### src/rtl/video_scrambler_pkg.sv
// Shared constants and types for the BT.656 video scrambler/descrambler blocks.
// The key-line extractor and the sequence generator switch both import this.
package video_scrambler_pkg;

    localparam int         ACTIVE_VIDEO_WORDS = 1440;
    localparam logic [9:0] BT656_BLACK_Y      = 10'h040;
    localparam logic [9:0] BT656_BLACK_C      = 10'h200;

    typedef enum logic [2:0] {
        EXT_IDLE    = 3'd0,
        EXT_VBLANK  = 3'd1,
        EXT_ARMED   = 3'd2,
        EXT_CAPTURE = 3'd3,
        EXT_TAIL    = 3'd4,
        EXT_DONE    = 3'd5
    } extractor_state_e;

    // Even active-word indices carry Cb/Cr, odd indices carry Y.
    function automatic logic [9:0] black_word(input logic odd_idx);
        logic [9:0] word_v;
        if (odd_idx) begin
            word_v = BT656_BLACK_Y;
        end else begin
            word_v = BT656_BLACK_C;
        end
        return word_v;
    endfunction

endpackage

### src/rtl/sequence_extractor_if.sv
// Stream-side signal bundle of the key-line extractor.
// The master side feeds the stream; the slave side is the extractor.
interface sequence_extractor_if #(
    parameter int SEED_WORDS = 8
) ();

    logic                    H;
    logic                    V;
    logic [9:0]              bt656_stream_in;
    logic [9:0]              bt656_stream_out;
    logic                    V_out;
    logic [10*SEED_WORDS-1:0] seed_data;
    logic                    seed_load;
    logic                    seed_err;

    modport master (
        output H, V, bt656_stream_in,
        input  bt656_stream_out, V_out, seed_data, seed_load, seed_err
    );

    modport slave (
        input  H, V, bt656_stream_in,
        output bt656_stream_out, V_out, seed_data, seed_load, seed_err
    );

endinterface

### src/rtl/bt656_edge_detect.sv
// Registers the decoded H/V flags and reports their rising and falling edges.
// Shared between the key-line extractor and the key-line inserter.
module bt656_edge_detect (
    input  logic clk,
    input  logic reset,
    input  logic H,
    input  logic V,
    output logic h_rise,
    output logic h_fall,
    output logic v_rise,
    output logic v_fall
);

    logic prev_h_r;
    logic prev_v_r;

    // Previous-word H and V flags
    always_ff @(posedge clk or posedge reset) begin
        if (reset) begin
            prev_h_r <= 1'b0;
            prev_v_r <= 1'b0;
        end else begin
            prev_h_r <= H;
            prev_v_r <= V;
        end
    end

    assign h_rise = !prev_h_r &  H;
    assign h_fall =  prev_h_r & !H;
    assign v_rise = !prev_v_r &  V;
    assign v_fall =  prev_v_r & !V;

endmodule

### src/rtl/sequence_extractor.sv
// Recovers the generator seed from the first active line after vertical blanking,
// blanks that line in the outgoing stream and masks it from the line de-rotator.
module sequence_extractor
    import video_scrambler_pkg::*;
#(
    parameter int ACTIVE_WORDS = ACTIVE_VIDEO_WORDS,
    parameter int SEED_WORDS   = 8,
    parameter int TAIL_CYCLES  = 4
) (
    input logic                 clk,
    input logic                 reset,
    sequence_extractor_if.slave bus
);

    localparam int CNT_W  = $clog2(ACTIVE_WORDS + 1);
    localparam int TCNT_W = $clog2(TAIL_CYCLES + 1);

    extractor_state_e          state_r, state_nx_s;
    logic [CNT_W-1:0]          cnt_r, cnt_nx_s, idx_s;
    logic [TCNT_W-1:0]         tcnt_r, tcnt_nx_s;
    logic                      mask_r, mask_nx_s;
    logic [9:0]                seed_r [SEED_WORDS];
    logic [10*SEED_WORDS-1:0]  seed_data_s;
    logic                      seed_load_r, seed_err_r, load_nx_s, err_nx_s;
    logic                      capture_word_s, wr_en_s;
    logic                      h_rise_s, h_fall_s, v_rise_s, v_fall_s;

    bt656_edge_detect u_edge (
        .clk    (clk),
        .reset  (reset),
        .H      (bus.H),
        .V      (bus.V),
        .h_rise (h_rise_s),
        .h_fall (h_fall_s),
        .v_rise (v_rise_s),
        .v_fall (v_fall_s)
    );

    // Word 0 arrives in ARMED on the H fall itself, so it is taken before CAPTURE is entered.
    assign idx_s          = (state_r == EXT_CAPTURE) ? cnt_r : {CNT_W{1'b0}};
    assign capture_word_s = ((state_r == EXT_ARMED) && h_fall_s && !bus.V) ||
                            ((state_r == EXT_CAPTURE) && !bus.H && !bus.V);
    assign wr_en_s        = capture_word_s && (idx_s < CNT_W'(SEED_WORDS));

    // Next-state, counter and strobe logic
    always_comb begin
        state_nx_s = state_r;
        cnt_nx_s   = cnt_r;
        tcnt_nx_s  = tcnt_r;
        mask_nx_s  = mask_r;
        err_nx_s   = 1'b0;
        load_nx_s  = wr_en_s && (idx_s == CNT_W'(SEED_WORDS - 1));
        case (state_r)
            EXT_IDLE: begin
                if (bus.V) begin
                    state_nx_s = EXT_VBLANK;
                    mask_nx_s  = 1'b1;
                end else begin
                    state_nx_s = EXT_IDLE;
                end
            end
            EXT_VBLANK: begin
                if (v_fall_s) begin
                    state_nx_s = EXT_ARMED;
                end else begin
                    state_nx_s = EXT_VBLANK;
                end
            end
            EXT_ARMED: begin
                if (bus.V) begin
                    state_nx_s = EXT_VBLANK;
                end else if (h_fall_s) begin
                    state_nx_s = (ACTIVE_WORDS == 1) ? EXT_TAIL : EXT_CAPTURE;
                    cnt_nx_s   = CNT_W'(1);
                    tcnt_nx_s  = {TCNT_W{1'b0}};
                end else begin
                    state_nx_s = EXT_ARMED;
                end
            end
            EXT_CAPTURE: begin
                if (h_rise_s || v_rise_s) begin
                    err_nx_s = 1'b1;
                    if (bus.V) begin
                        state_nx_s = EXT_VBLANK;
                        mask_nx_s  = 1'b1;
                    end else begin
                        state_nx_s = EXT_DONE;
                        mask_nx_s  = 1'b0;
                    end
                end else if (cnt_r == CNT_W'(ACTIVE_WORDS - 1)) begin
                    state_nx_s = EXT_TAIL;
                    tcnt_nx_s  = {TCNT_W{1'b0}};
                end else begin
                    cnt_nx_s = cnt_r + CNT_W'(1);
                end
            end
            EXT_TAIL: begin
                if (tcnt_r == TCNT_W'(TAIL_CYCLES - 1)) begin
                    state_nx_s = EXT_DONE;
                    mask_nx_s  = 1'b0;
                end else begin
                    tcnt_nx_s = tcnt_r + TCNT_W'(1);
                end
            end
            EXT_DONE: begin
                if (bus.V) begin
                    state_nx_s = EXT_VBLANK;
                    mask_nx_s  = 1'b1;
                end else begin
                    state_nx_s = EXT_DONE;
                end
            end
            default: begin
                state_nx_s = EXT_IDLE;
                mask_nx_s  = 1'b0;
            end
        endcase
    end

    // FSM state, counters, mask and output strobes
    always_ff @(posedge clk or posedge reset) begin
        if (reset) begin
            state_r     <= EXT_IDLE;
            cnt_r       <= {CNT_W{1'b0}};
            tcnt_r      <= {TCNT_W{1'b0}};
            mask_r      <= 1'b0;
            seed_load_r <= 1'b0;
            seed_err_r  <= 1'b0;
        end else begin
            state_r     <= state_nx_s;
            cnt_r       <= cnt_nx_s;
            tcnt_r      <= tcnt_nx_s;
            mask_r      <= mask_nx_s;
            seed_load_r <= load_nx_s;
            seed_err_r  <= err_nx_s;
        end
    end

    // Seed slices; a partial capture overwrites only the slices it received
    always_ff @(posedge clk or posedge reset) begin
        if (reset) begin
            for (int i = 0; i < SEED_WORDS; i++) begin
                seed_r[i] <= 10'h000;
            end
        end else begin
            for (int i = 0; i < SEED_WORDS; i++) begin
                if (wr_en_s && (idx_s == CNT_W'(i))) begin
                    seed_r[i] <= bus.bt656_stream_in;
                end
            end
        end
    end

    // Pack seed slices, word 0 in the low bits
    always_comb begin
        seed_data_s = {(10*SEED_WORDS){1'b0}};
        for (int i = 0; i < SEED_WORDS; i++) begin
            seed_data_s[10*i +: 10] = seed_r[i];
        end
    end

    assign bus.seed_data        = seed_data_s;
    assign bus.seed_load        = seed_load_r;
    assign bus.seed_err         = seed_err_r;
    assign bus.V_out            = bus.V | mask_r;
    assign bus.bt656_stream_out = capture_word_s ? black_word(idx_s[0]) : bus.bt656_stream_in;

endmodule

### src/flat_wrapper.sv
// flat-port wrapper written by rule: the top's interface ports become plain ports
module sequence_extractor_flat import video_scrambler_pkg::*;
#(
    parameter int ACTIVE_WORDS = ACTIVE_VIDEO_WORDS,
    parameter int SEED_WORDS   = 8,
    parameter int TAIL_CYCLES  = 4
)
  (clk, reset, bus_H, bus_V, bus_bt656_stream_in, bus_bt656_stream_out, bus_V_out, bus_seed_data, bus_seed_load, bus_seed_err);
  sequence_extractor_if #(.SEED_WORDS(SEED_WORDS)) bus_i ();
  input logic clk;
  input logic reset;
  input wire logic [$bits(bus_i.H)-1:0] bus_H;
  input wire logic [$bits(bus_i.V)-1:0] bus_V;
  input wire logic [$bits(bus_i.bt656_stream_in)-1:0] bus_bt656_stream_in;
  output wire logic [$bits(bus_i.bt656_stream_out)-1:0] bus_bt656_stream_out;
  output wire logic [$bits(bus_i.V_out)-1:0] bus_V_out;
  output wire logic [$bits(bus_i.seed_data)-1:0] bus_seed_data;
  output wire logic [$bits(bus_i.seed_load)-1:0] bus_seed_load;
  output wire logic [$bits(bus_i.seed_err)-1:0] bus_seed_err;
  assign bus_i.H = bus_H;
  assign bus_i.V = bus_V;
  assign bus_i.bt656_stream_in = bus_bt656_stream_in;
  assign bus_bt656_stream_out = bus_i.bt656_stream_out;
  assign bus_V_out = bus_i.V_out;
  assign bus_seed_data = bus_i.seed_data;
  assign bus_seed_load = bus_i.seed_load;
  assign bus_seed_err = bus_i.seed_err;
  sequence_extractor #(.ACTIVE_WORDS(ACTIVE_WORDS), .SEED_WORDS(SEED_WORDS), .TAIL_CYCLES(TAIL_CYCLES)) u_core (.clk(clk), .reset(reset), .bus(bus_i));
endmodule
### config.mk
export PLATFORM = sky130hd
export DESIGN_NAME = sequence_extractor_flat
export DESIGN_NICKNAME = d
export VERILOG_FILES = /design/src/rtl/video_scrambler_pkg.sv /design/src/rtl/sequence_extractor_if.sv /design/src/rtl/bt656_edge_detect.sv /design/src/rtl/sequence_extractor.sv /design/src/flat_wrapper.sv
export SDC_FILE = /design/constraint.sdc
export NUM_CORES = 1
export LEC_CHECK = 0
export CAP_MARGIN = 25
export CORE_MARGIN = 10
export CORE_UTILIZATION = 55
export DETAILED_ROUTE_END_ITERATION = 10
export DONT_BUFFER_PORTS = 1
export GPL_ROUTABILITY_DRIVEN = 0
export PLACE_DENSITY = 0.82
export SKIP_LAST_GASP = 1
export SLEW_MARGIN = 40
export SYNTH_ARGS = -nofsm -noshare
export SYNTH_HDL_FRONTEND = slang
export SYNTH_SLANG_ARGS = --single-unit
### constraint.sdc
create_clock -name clk -period 4.6 [get_ports clk]
set_clock_uncertainty 0.05 [all_clocks]
set_input_delay 0.69 -clock clk [delete_from_list [all_inputs] [get_ports clk]]
set_output_delay 0.69 -clock clk [all_outputs]
set_load 0.01 [all_outputs]
==> reports/results.txt, run 1 <==
Synth-to-Final Area Change: 7.89%
crit-path cells: or4b_2 > nor2_1 > buf_4 > nand3_1 > o21a_1
routed vias/inst: 6.24
DIE WIDTH: 111 µm
max_cap viols: 0
leakage power: 2.21 nW
Post-Route WL: 11,000 µm
count of cells resized by post-cts repair: 0
syn_area_per_cell: 13.5 µm²
largest net degree at the start of global routing: 68
Post-synth top flop: dfrtp_1
PwrDens: 497 mW/mm²
Critical Path Source Type: register
CP max stage cell: or4b_2
Setup Buffers After CTS: 0
antenna violations before repair: 0
RSZ-0062 raised after global routing: false
I/O pins: 107
required time of the critical path: 3.86 ns
die area: 0.0123 mm²
crit path kind: register to output pin
TritonRoute pass-1 iters: 4
layout cells sized above 1: 0.341
Syn. warnings: 0
Setup-failing EPs final: 0
CP Max Fanout: 16
Worst-Margin Slew: 0.742 ns
Total GRT Usage: 0.178
Max IR drop VDD: 0.286 mV
Int Power: 1.55 mW
hold buffer count at CTS: 0
mapped cell area: 0.00455 mm²
core area: 0.00813 mm²
drt first-iter violations: 150
CTS Buf Count: 9
CTS root buf: clkbuf_8
final non-filler cell total: 454
first-pass GRT wire length: 17,800 µm
Net Sw Frac: 0.364
Syn Nets: 354
WL met2: 5270 µm
Async SR Flop Fraction: 1.00
CTS tree: done
Final ANT Viol Nets: 0
power share of the clock group: 0.235
Max-slew headroom: 0.504
Tcrit/Tclk final: 0.659
clk_lat worst skew: 0.36 ns
Yosys reg bits: 102
synth unique cells: 52
vias after detailed routing: 2,833
CTS H-Tree Depth: 3
port buffer count: 0
wire per inst: 24.2 µm
Peak Freq: 330 MHz
CTS Sinks: 102
Seq/Total Area, Yosys: 0.561
metal3 WL: 1390 µm
Crit path max-delay family: simple AND/OR/NAND/NOR gates
clk slew on worst S/H paths: 0.11 ns
Cell Rows: 33
Post-synth EDFFs: 0
outcome: finished, final reports clean
crit path time final: 3.03 ns
Final Max Tran Viols: 0
dpl cells: 436
Power, Total: 2.44 mW
Initial Util: 0.560
dpl hpwl: 7900 µm
Final Hold Vio Count: 0
residual DRC count: 0
Mapped Cells: 337
combinational share of power: 0.185
grt ovf: 0
diode count: 0
sequential power share: 0.580
# nets final: 361
crit path DAT: 2.29 ns
Worst Setup End Kind: output pin
crit-path max cell delay: 0.72 ns
Die Ht: 111 µm
DR top layer: met4
vias in the first global route: 2,973
Worst Hold Class: primary input to asynchronous set/reset pin
clock tree buffer depth: 2
setup total negative slack: 0 ns
NetSw: 0.888 mW
Buffers & Inverters on Critical Path: 1
wl on met1: 4250 µm
==> registers in the layout (all words and copies together) (netlist names) <==
| signal | flops |
|---|---|
| u_core.bus.seed_load | 1 |
| u_core.bus.seed_err | 1 |
| u_core.tcnt_r | 3 |
| u_core.mask_r | 1 |
| u_core.bus.seed_data | 80 |
| u_core.u_edge.prev_h_r | 1 |
| u_core.cnt_r | 11 |
| u_core.u_edge.prev_v_r | 1 |
| u_core.state_r | 3 |
==> routing by layer <==
metal	GRT usage	vias to the layer above
met4	0.0443	0
met3	0.0850	9
met2	0.279	120
met5	0	-
li1	-	1252
met1	0.214	1452
==> worst paths after layout <==
kind / start / to / slack, ns / depth (start not counted)
min in group clk: bus_H / u_core.u_edge.prev_h_r$_DFF_PP0_ / 0.29 / 0
min: reset / u_core.bus.seed_data[65]$_DFFE_PP0P_ / 0.20 / 1
min reg2reg: u_core.tcnt_r[1]$_DFFE_PP0P_ / u_core.tcnt_r[1]$_DFFE_PP0P_ / 0.48 / 1
max reg2reg: u_core.state_r[0]$_DFFE_PP0P_ / u_core.bus.seed_data[15]$_DFFE_PP0P_ / 1.77 / 5
max: u_core.state_r[2]$_DFFE_PP0P_ / bus_bt656_stream_out[9] / 1.57 / 5
max in group asynchronous: reset / u_core.bus.seed_data[2]$_DFFE_PP0P_ / 3.38 / 2
==> cell type report <==
| cell class | instances | area, µm² |
|---|---|---|
| Fill cell | 607 | 3220 |
| Sequential cell | 102 | 2550 |
| Multi-Input combinational cell | 214 | 1910 |
| Tap cell | 105 | 131 |
| Clock buffer | 9 | 124 |
| Clock inverter | 7 | 86.3 |
| Timing Repair Buffer | 9 | 75.1 |
| Inverter | 8 | 35.0 |
==> cell usage in the layout, fill, tap and decap left out, types with 4 or more instances in the layout <==
cell / n
dfrtp_1: 102
mux2_2: 74
nor2_1: 12
nor2b_1: 11
nand2_1: 10
clkbuf_8: 9
nor3_1: 8
nand3_1: 8
o21ai_0: 8
inv_1: 7
a21oi_1: 7
buf_4: 7
nor4_4: 6
mux2_4: 6
a221o_1: 6
nand2b_1: 5
nor4_1: 5
and2_1: 4
==> power groups by stage <==
stage | clock [mW] | sequential, mW | combinational (mW)
final | 0.573 | 1.42 | 0.453
after CTS | 0.583 | 1.42 | 0.455
after global placement | 0 | 1.43 | 0.428
after detailed placement | 0 | 1.44 | 0.452
after floorplan | 0 | 1.30 | 0.441
after global routing | 0.620 | 1.45 | 0.504
==> logic make-up (layout without fill, tap and decap cells) <==
family,count (synthesis),after routing,share of synthesized area
AOI/OAI and AO/OA,38,38,0.0605
buffers and inverters,21,33,0.0217
and+or+nand+nor,89,89,0.137
adders and majority gates,3,3,0.00825
xor gates and xnor gates,1,1,0.00192
muxes,83,83,0.210
DFF,102,102,0.561
==> per-stage QoR <==
step           setup slack (ns)  area, µm²  hold WS, ns   util
3_5_place_dp               1.60       4680        0.454  0.576
5_1_grt                    1.41       4910        0.226  0.604
6_report                   1.57       4910        0.205  0.604
3_3_place_gp               1.55       4640        0.441  0.570
2_1_floorplan              1.18       4550        0.429      -
4_1_cts                    1.55       4890        0.282  0.602
==> cells in the mapped netlist, types with 4 or more instances <==
cell,count,area share
dfrtp_1,102,0.56
mux2_2,74,0.18
nor2_1,12,0.0099
nor2b_1,11,0.015
nand2_1,10,0.0082
clkbuf_1,8,0.0066
inv_1,8,0.0066
nand3_1,8,0.0088
nor3_1,8,0.0088
o21ai_0,8,0.0088
a21oi_1,7,0.0077
a221o_1,6,0.013
mux2_4,6,0.020
nor4_4,6,0.028
nand2b_1,5,0.0069
nor4_1,5,0.0069
and2_1,4,0.0055
==> worst register-to-register path: stages, from the launching register on <==
cell     delay, ns
dfrtp_1       0.61
nand2_2       0.09
or4_1         0.76
nor4_4        0.61
buf_4         0.28
mux2_2        0.34
Power figures use the tool's default switching activity.
==> run 2: changes to the inputs <==
- PLACE_DENSITY: 0.82 -> 0.85
- clock period: 4.6 -> 2.7 ns (I/O delays scaled with it)
==> run 2 against run 1 <==
Net effect:
- combinational power increased by 98%
- critical path type unchanged
- non-clock buffer count increased by 15
- power rose by 73%
- setup slack lost 1.4 ns
- highest routed layer unchanged
==> reports/results.txt, run 2 (same netlist as run 1, synthesis figures left out) <==
outcome: finished, final reports clean
Net Sw Frac: 0.345 (-0.0191)
clk_lat worst skew: 0.36 ns (about the same)
antenna violations before repair: 0 (unchanged)
core area: 0.00813 mm² (unchanged)
clock tree buffer depth: 2 (unchanged)
Crit path max-delay family: simple AND/OR/NAND/NOR gates
dpl ws: 0.357 ns (-1.25 ns)
setup total negative slack: 0 ns (unchanged)
leakage power: 2.29 nW (+3.2%)
final non-filler cell total: 468 (+3.1%)
sequential power share: 0.553 (-0.027)
NetSw: 1.45 mW (+64%)
die area: 0.0123 mm² (unchanged)
Setup crit start: u_core.state_r[1]$_DFFE_PP0P_
Min Hold Slack: 0.126 ns (-0.0794 ns)
final core occ: 0.620 (+0.0165)
Critical Path Source Type: register
Stages on worst setup path: 4 (-1)
I/O pins: 107 (unchanged)
vias after detailed routing: 2,945 (+4.0%)
TritonRoute pass-1 iters: 5 (+1)
crit path time final: 2.54 ns
crit path kind: register to output pin
Hold Path Cell Cnt: 1
R2R Path End: u_core.bus.seed_data[69]$_DFFE_PP0P_
number of flip-flops in the largest register: 80 (unchanged)
CTS root buf: clkbuf_8
Worst Setup End Kind: output pin
diode count: 0 (unchanged)
CTS tree: done
vias in the first global route: 3,091 (+4.0%)
Max-slew headroom: 0.478 (-0.0255)
Buffers & Inverters on Critical Path: 1 (unchanged)
setup slack, reg-to-reg: 0.30 ns (-1.47 ns)
# nets final: 376 (+4.2%)
post-route cell area: 0.00504 mm² (+2.7%)
dpl cells: 449 (+3.0%)
worst min-delay path startpoint: bus_bt656_stream_in[0]
crit-path cells: or4b_2 > nor2_2 > buf_4 > nor2b_1
DIE WIDTH: 111 µm (unchanged)
commonest non-fill, non-tap cells in the layout: dfrtp_1, mux2_2, buf_4
R2R Path Start: u_core.state_r[0]$_DFFE_PP0P_
Total GRT Usage: 0.179 (+0.00117)
power share of the clock group: 0.234 (about the same)
Max IR drop VDD: 0.491 mV (+72%)
placed cell area: 0.00478 mm² (+2.1%)
Synth-to-Final Area Change: 10.8%
Seq. cell area: 0.00255 mm² (unchanged)
grt ovf: 0 (unchanged)
Initial Util: 0.560 (unchanged)
Final Max Tran Viols: 0 (unchanged)
Int Power: 2.77 mW (+78%)
Worst Hold Class: primary input to register
Setup Buffers After CTS: 0 (unchanged)
Final Hold Vio Count: 0 (unchanged)
Peak Freq: 394 MHz
Tcrit/Tclk final: 0.939
Cell Rows: 33 (unchanged)
multi-input logic area: 0.00190 mm² (-0.20%)
routed vias/inst: 6.29 (+0.84%)
Post-Route WL: 11,200 µm (+1.5%)
Final ANT Viol Nets: 0 (unchanged)
CTS H-Tree Depth: 3 (unchanged)
CTS Sinks: 102 (unchanged)
Worst Setup Slack, final: 0.165 ns (-1.40 ns)
crit-path max cell delay: 0.66 ns (-0.06 ns)
drt first-iter violations: 230 (+53%)
residual DRC count: 0 (unchanged)
CTS Buf Count: 9 (unchanged)
R2R cell count: 6 (+1)
commonest non-fill, non-tap cell in the layout: dfrtp_1
Die Ht: 111 µm (unchanged)
layout cells sized above 1: 0.358 (+0.0172)
max_cap viols: 0 (unchanged)
Setup-failing EPs final: 0 (unchanged)
CP Max Fanout: 10 (-6)
first-pass GRT wire length: 17,900 µm (+0.54%)
wire per inst: 23.8 µm (-1.5%)
required time of the critical path: 2.25 ns (-1.61 ns)
CP max stage cell: or4b_2
PwrDens: 836 mW/mm² (+68%)
clk slew on worst S/H paths: 0.10 ns (about the same)
largest net degree at the start of global routing: 49 (-28%)
crit path DAT: 2.08 ns (-0.21 ns)
dpl hpwl: 7900 µm (about the same)
combinational share of power: 0.213 (+0.028)
RSZ-0062 raised after global routing: false
Worst-Margin Slew: 0.780 ns (+0.0381 ns)
port buffer count: 0 (unchanged)
Power, Total: 4.22 mW (+73%)
# fillers: 597 (-1.6%)
worst hold path endpoint: u_core.bus.seed_data[60]$_DFFE_PP0P_
-- run 2: power by group through the flow --
stage / Sequential [mW] / Combinational [mW] / Clock [mW]
after global routing: 2.39 / 0.990 / 1.07
after CTS: 2.34 / 0.892 / 1.02
after detailed placement: 2.37 / 0.882 / 0
after floorplan: 2.21 / 0.752 / 0
final: 2.33 / 0.899 / 0.988
after global placement: 2.36 / 0.840 / 0
-- run 2: final cells by class --
| cell class | instances | area share |
|---|---|---|
| Clock inverter | 6 | 0.0159 |
| Multi-Input combinational cell | 214 | 0.377 |
| Timing Repair Buffer | 24 | 0.0437 |
| Inverter | 8 | 0.00670 |
| Sequential cell | 102 | 0.506 |
| Tap cell | 105 | 0.0260 |
| Clock buffer | 9 | 0.0246 |
-- run 2: worst max path at each step --
stage               slack, ns                                   end
floorplan                0.26               bus_bt656_stream_out[9]
global placement         0.40  u_core.bus.seed_data[13]$_DFFE_PP0P_
detailed placement       0.36  u_core.bus.seed_data[69]$_DFFE_PP0P_
CTS                      0.11               bus_bt656_stream_out[3]
global route             0.04               bus_bt656_stream_out[2]
finish                   0.16               bus_bt656_stream_out[3]
-- run 2: metal layers --
metal  part of all wire  vias up  track usage  wire length (µm)
met5                  0        -            0                 0
met4              0.012        0       0.0477               134
met3               0.12       19       0.0850              1300
met2               0.49      143        0.288              5460
met1               0.38     1501        0.209              4260
li1                   -     1282            -                 -
-- run 2: repair_timing --
item	4_1_cts	5_1_grt
endpoints found under the hold margin	14	1
resized for setup	0	1
setup endpoints to repair	0	10
hold buffers	2	1
==> run 3: changes to the inputs <==
- ABC_AREA: not set -> 1
==> run 3 against run 2 <==
Net effect:
- global-route usage rose by 1.7 points
- non-clock buffer count fell by 12
- synthesized area rose by 13%
- setup slack improved by 0.18 ns
- die area rose by 11%
- first-iteration DRC count rose by 63%
- combinational power fell by 32%
==> reports/results.txt, run 3 <==
Initial Util: 0.562 (+0.00198)
Max-slew headroom: 0.599 (+0.121)
Worst Setup End Kind: register
vias after detailed routing: 4,177 (+42%)
Buffers & Inverters on Critical Path: 0 (-1)
Post-Synth Simple-Gate Area: 0.339 (+0.202)
drt first-iter violations: 376 (+63%)
Yosys reg bits: 102 (unchanged)
RSZ-0062 raised after global routing: false
max_cap viols: 0 (unchanged)
routed vias/inst: 5.72 (-9.1%)
residual DRC count: 0 (unchanged)
crit path kind: register to register
crit path DAT: 2.57 ns (+0.49 ns)
layout cells sized above 1: 0.0824 (-0.276)
Async SR Flop Fraction: 1.00 (unchanged)
CTS root buf: clkbuf_8
CTS Sinks: 102 (unchanged)
Final Hold Vio Count: 0 (unchanged)
R2R Path End: u_core.bus.seed_data[74]$_DFFE_PP0P_
Tcrit/Tclk final: 0.873 (-0.0661)
setup slack, reg-to-reg: 0.34 ns (+0.04 ns)
commonest non-fill, non-tap cell in the layout: nand2_1
Syn. warnings: 0 (unchanged)
Final ANT Viol Nets: 0 (unchanged)
crit-path cells: nand2_1 > nor2_2 > nand2_2 > nor2_8 > nand3_2 > nand2_1 > nand2_1
count of cells resized by post-cts repair: 0 (unchanged)
Worst Hold Class: primary input to register
Seq/Total Area, Yosys: 0.497 (-0.0642)
xor/xnor share of the synthesized area: 0.00511 (+0.00319)
crit path time final: 2.36 ns (-0.178 ns)
Synth-to-Final Area Change: 4.53%
syn_area_per_cell: 8.17 µm² (-40%)
NetSw: 1.19 mW (-18%)
final non-filler cell total: 730 (+56%)
largest net degree at the start of global routing: 51 (+4.1%)
die area: 0.0136 mm² (+11%)
crit-path most repeated cell: nand2_1
Total GRT Usage: 0.196 (+0.0171)
Int Power: 2.22 mW (-20%)
Cell Rows: 35 (+6.1%)
Synth top area share: 0.497 (-0.0642)
Net Sw Frac: 0.348 (+0.00309)
dpl hpwl: 9440 µm (+20%)
Die Ht: 117 µm (+5.1%)
# nets final: 632 (+68%)
Post-synth EDFFs: 0 (unchanged)
grt ovf: 0 (unchanged)
largest family of logic cells by synthesized area: simple AND/OR/NAND/NOR gates
power share of the clock group: 0.267 (+0.033)
synth top area cells: dfrtp_1, nand2_1, nand4_1, o21bai_1, inv_1
vias in the first global route: 4,121 (+33%)
I/O pins: 107 (unchanged)
clk slew on worst S/H paths: 0.11 ns (about the same)
sequential power share: 0.555 (+0.002)
setup total negative slack: 0 ns (unchanged)
post-synthesis compound-gate area fraction: 0.0645 (+0.00404)
wire per inst: 18.3 µm (-23%)
CP Max Fanout: 30 (+20)
mux contribution to synthesized area: 0 (-0.210)
leakage power: 2.79 nW (+22%)
synth unique cells: 34 (-35%)
Hold Path Cell Cnt: 2 (+1)
Worst-Margin Slew: 0.599 ns (-0.181 ns)
worst hold path endpoint: u_core.bus.seed_data[11]$_DFFE_PP0P_
antenna violations before repair: 0 (unchanged)
PwrDens: 635 mW/mm² (-24%)
core area: 0.00915 mm² (+13%)
DIE WIDTH: 117 µm (+5.1%)
leading cell types by count after synthesis: nand2_1, dfrtp_1, inv_1
diode count: 0 (unchanged)
TritonRoute pass-1 iters: 5 (unchanged)
Critical Path Source Type: register
R2R cell count: 7 (+1)
number of flip-flops in the largest register: 80 (unchanged)
Mapped Cells: 629 (+87%)
Post-synth top flop: dfrtp_1
Crit path max-delay family: simple AND/OR/NAND/NOR gates
commonest non-fill, non-tap cells in the layout: nand2_1, dfrtp_1, inv_1
dpl cells: 712 (+59%)
Peak Freq: 424 MHz (+7.6%)
Synth Area in Adders: 0.00730 (-0.000943)
Setup-failing EPs final: 0 (unchanged)
Post-Route WL: 13,400 µm (+20%)
Max IR drop VDD: 0.293 mV (-40%)
outcome: finished, final reports clean
first-pass GRT wire length: 21,300 µm (+19%)
crit-path max cell delay: 0.56 ns (-0.10 ns)
Syn Nets: 646 (+82%)
CTS Buf Count: 9 (unchanged)
largest area contributor in the netlist: dfrtp_1
required time of the critical path: 2.92 ns (+0.67 ns)
CTS tree: done
combinational share of power: 0.178 (-0.035)
CP max stage cell: dfrtp_1
most frequent cell after synthesis: nand2_1
clk_lat worst skew: 0.36 ns (about the same)
port buffer count: 0 (unchanged)
CTS H-Tree Depth: 3 (unchanged)
mapped cell area: 0.00514 mm² (+13%)
R2R Path Start: u_core.state_r[0]$_DFFE_PP0P_
clock tree buffer depth: 2 (unchanged)
worst min-delay path startpoint: bus_bt656_stream_in[1]
Final Max Tran Viols: 0 (unchanged)
[run 3: power groups by stage]
stage / Clock, mW / Combinational (mW) / Sequential, mW
after floorplan: 0 / 0.546 / 1.84
after global placement: 0 / 0.556 / 1.91
after detailed placement: 0 / 0.599 / 1.91
after CTS: 0.919 / 0.604 / 1.89
after global routing: 0.994 / 0.708 / 1.90
final: 0.909 / 0.608 / 1.89
[run 3: kinds of logic after synthesis]
family / count (synthesis)
AOI/OAI and AO/OA: 45
xor gates and xnor gates: 3
adders and majority gates: 3
buffers and inverters: 100
DFF: 102
and+or+nand+nor: 376
[run 3: worst reg2reg max path, delay by kind of cell, from the launching register on]
| kind | cells | cell delay [ns] |
|---|---|---|
| DFF | 1 | 0.56 |
| and+or+nand+nor | 7 | 1.65 |
[run 3: worst max path at each step]
stage                             startpoint                                   end  slack, ns  cells after the start
2_1_floorplan  u_core.state_r[2]$_DFFE_PP0P_               bus_bt656_stream_out[6]       0.90                      8
3_3_place_gp   u_core.state_r[0]$_DFFE_PP0P_  u_core.bus.seed_data[75]$_DFFE_PP0P_       0.48                      7
3_5_place_dp   u_core.state_r[0]$_DFFE_PP0P_  u_core.bus.seed_data[74]$_DFFE_PP0P_       0.39                      7
4_1_cts        u_core.state_r[0]$_DFFE_PP0P_  u_core.bus.seed_data[74]$_DFFE_PP0P_       0.37                      7
5_1_grt        u_core.state_r[0]$_DFFE_PP0P_  u_core.bus.seed_data[74]$_DFFE_PP0P_       0.13                      7
6_report       u_core.state_r[0]$_DFFE_PP0P_  u_core.bus.seed_data[74]$_DFFE_PP0P_       0.34                      7
[run 3: timing repair]
action | CTS | global route
hold buffers | 3 | 0
endpoints found under the hold margin | 12 | 0
setup endpoints to repair | 0 | 0
setup buffers | 0 | 0
[run 3: layer usage]
layer	global-route usage	part of all wire	routed length, µm	vias to the layer above
met5	0	0	0	-
met4	0.0766	0.020	267	0
met3	0.0580	0.099	1320	26
met2	0.326	0.50	6710	190
met1	0.234	0.38	5080	1994
li1	-	-	-	1967
[run 3: area by class of cell]
type / count / area, µm²
Tap cell: 111 / 139
Fill cell: 763 / 3780
Clock inverter: 6 / 56.3
Sequential cell: 102 / 2550
Clock buffer: 9 / 124
Multi-Input combinational cell: 427 / 2140
Inverter: 63 / 240
Timing Repair Buffer: 12 / 120
[run 3: metrics by stage]
step	total power, mW	setup WS, ns	util	area [µm²]	hold WS, ns
2_1_floorplan	2.38	0.902	-	5140	0.384
3_3_place_gp	2.47	0.478	0.561	5130	0.387
3_5_place_dp	2.51	0.388	0.564	5160	0.223
4_1_cts	3.41	0.374	0.587	5370	0.0799
5_1_grt	3.61	0.129	0.587	5370	0.0732
6_report	3.41	0.343	0.587	5370	0.0889
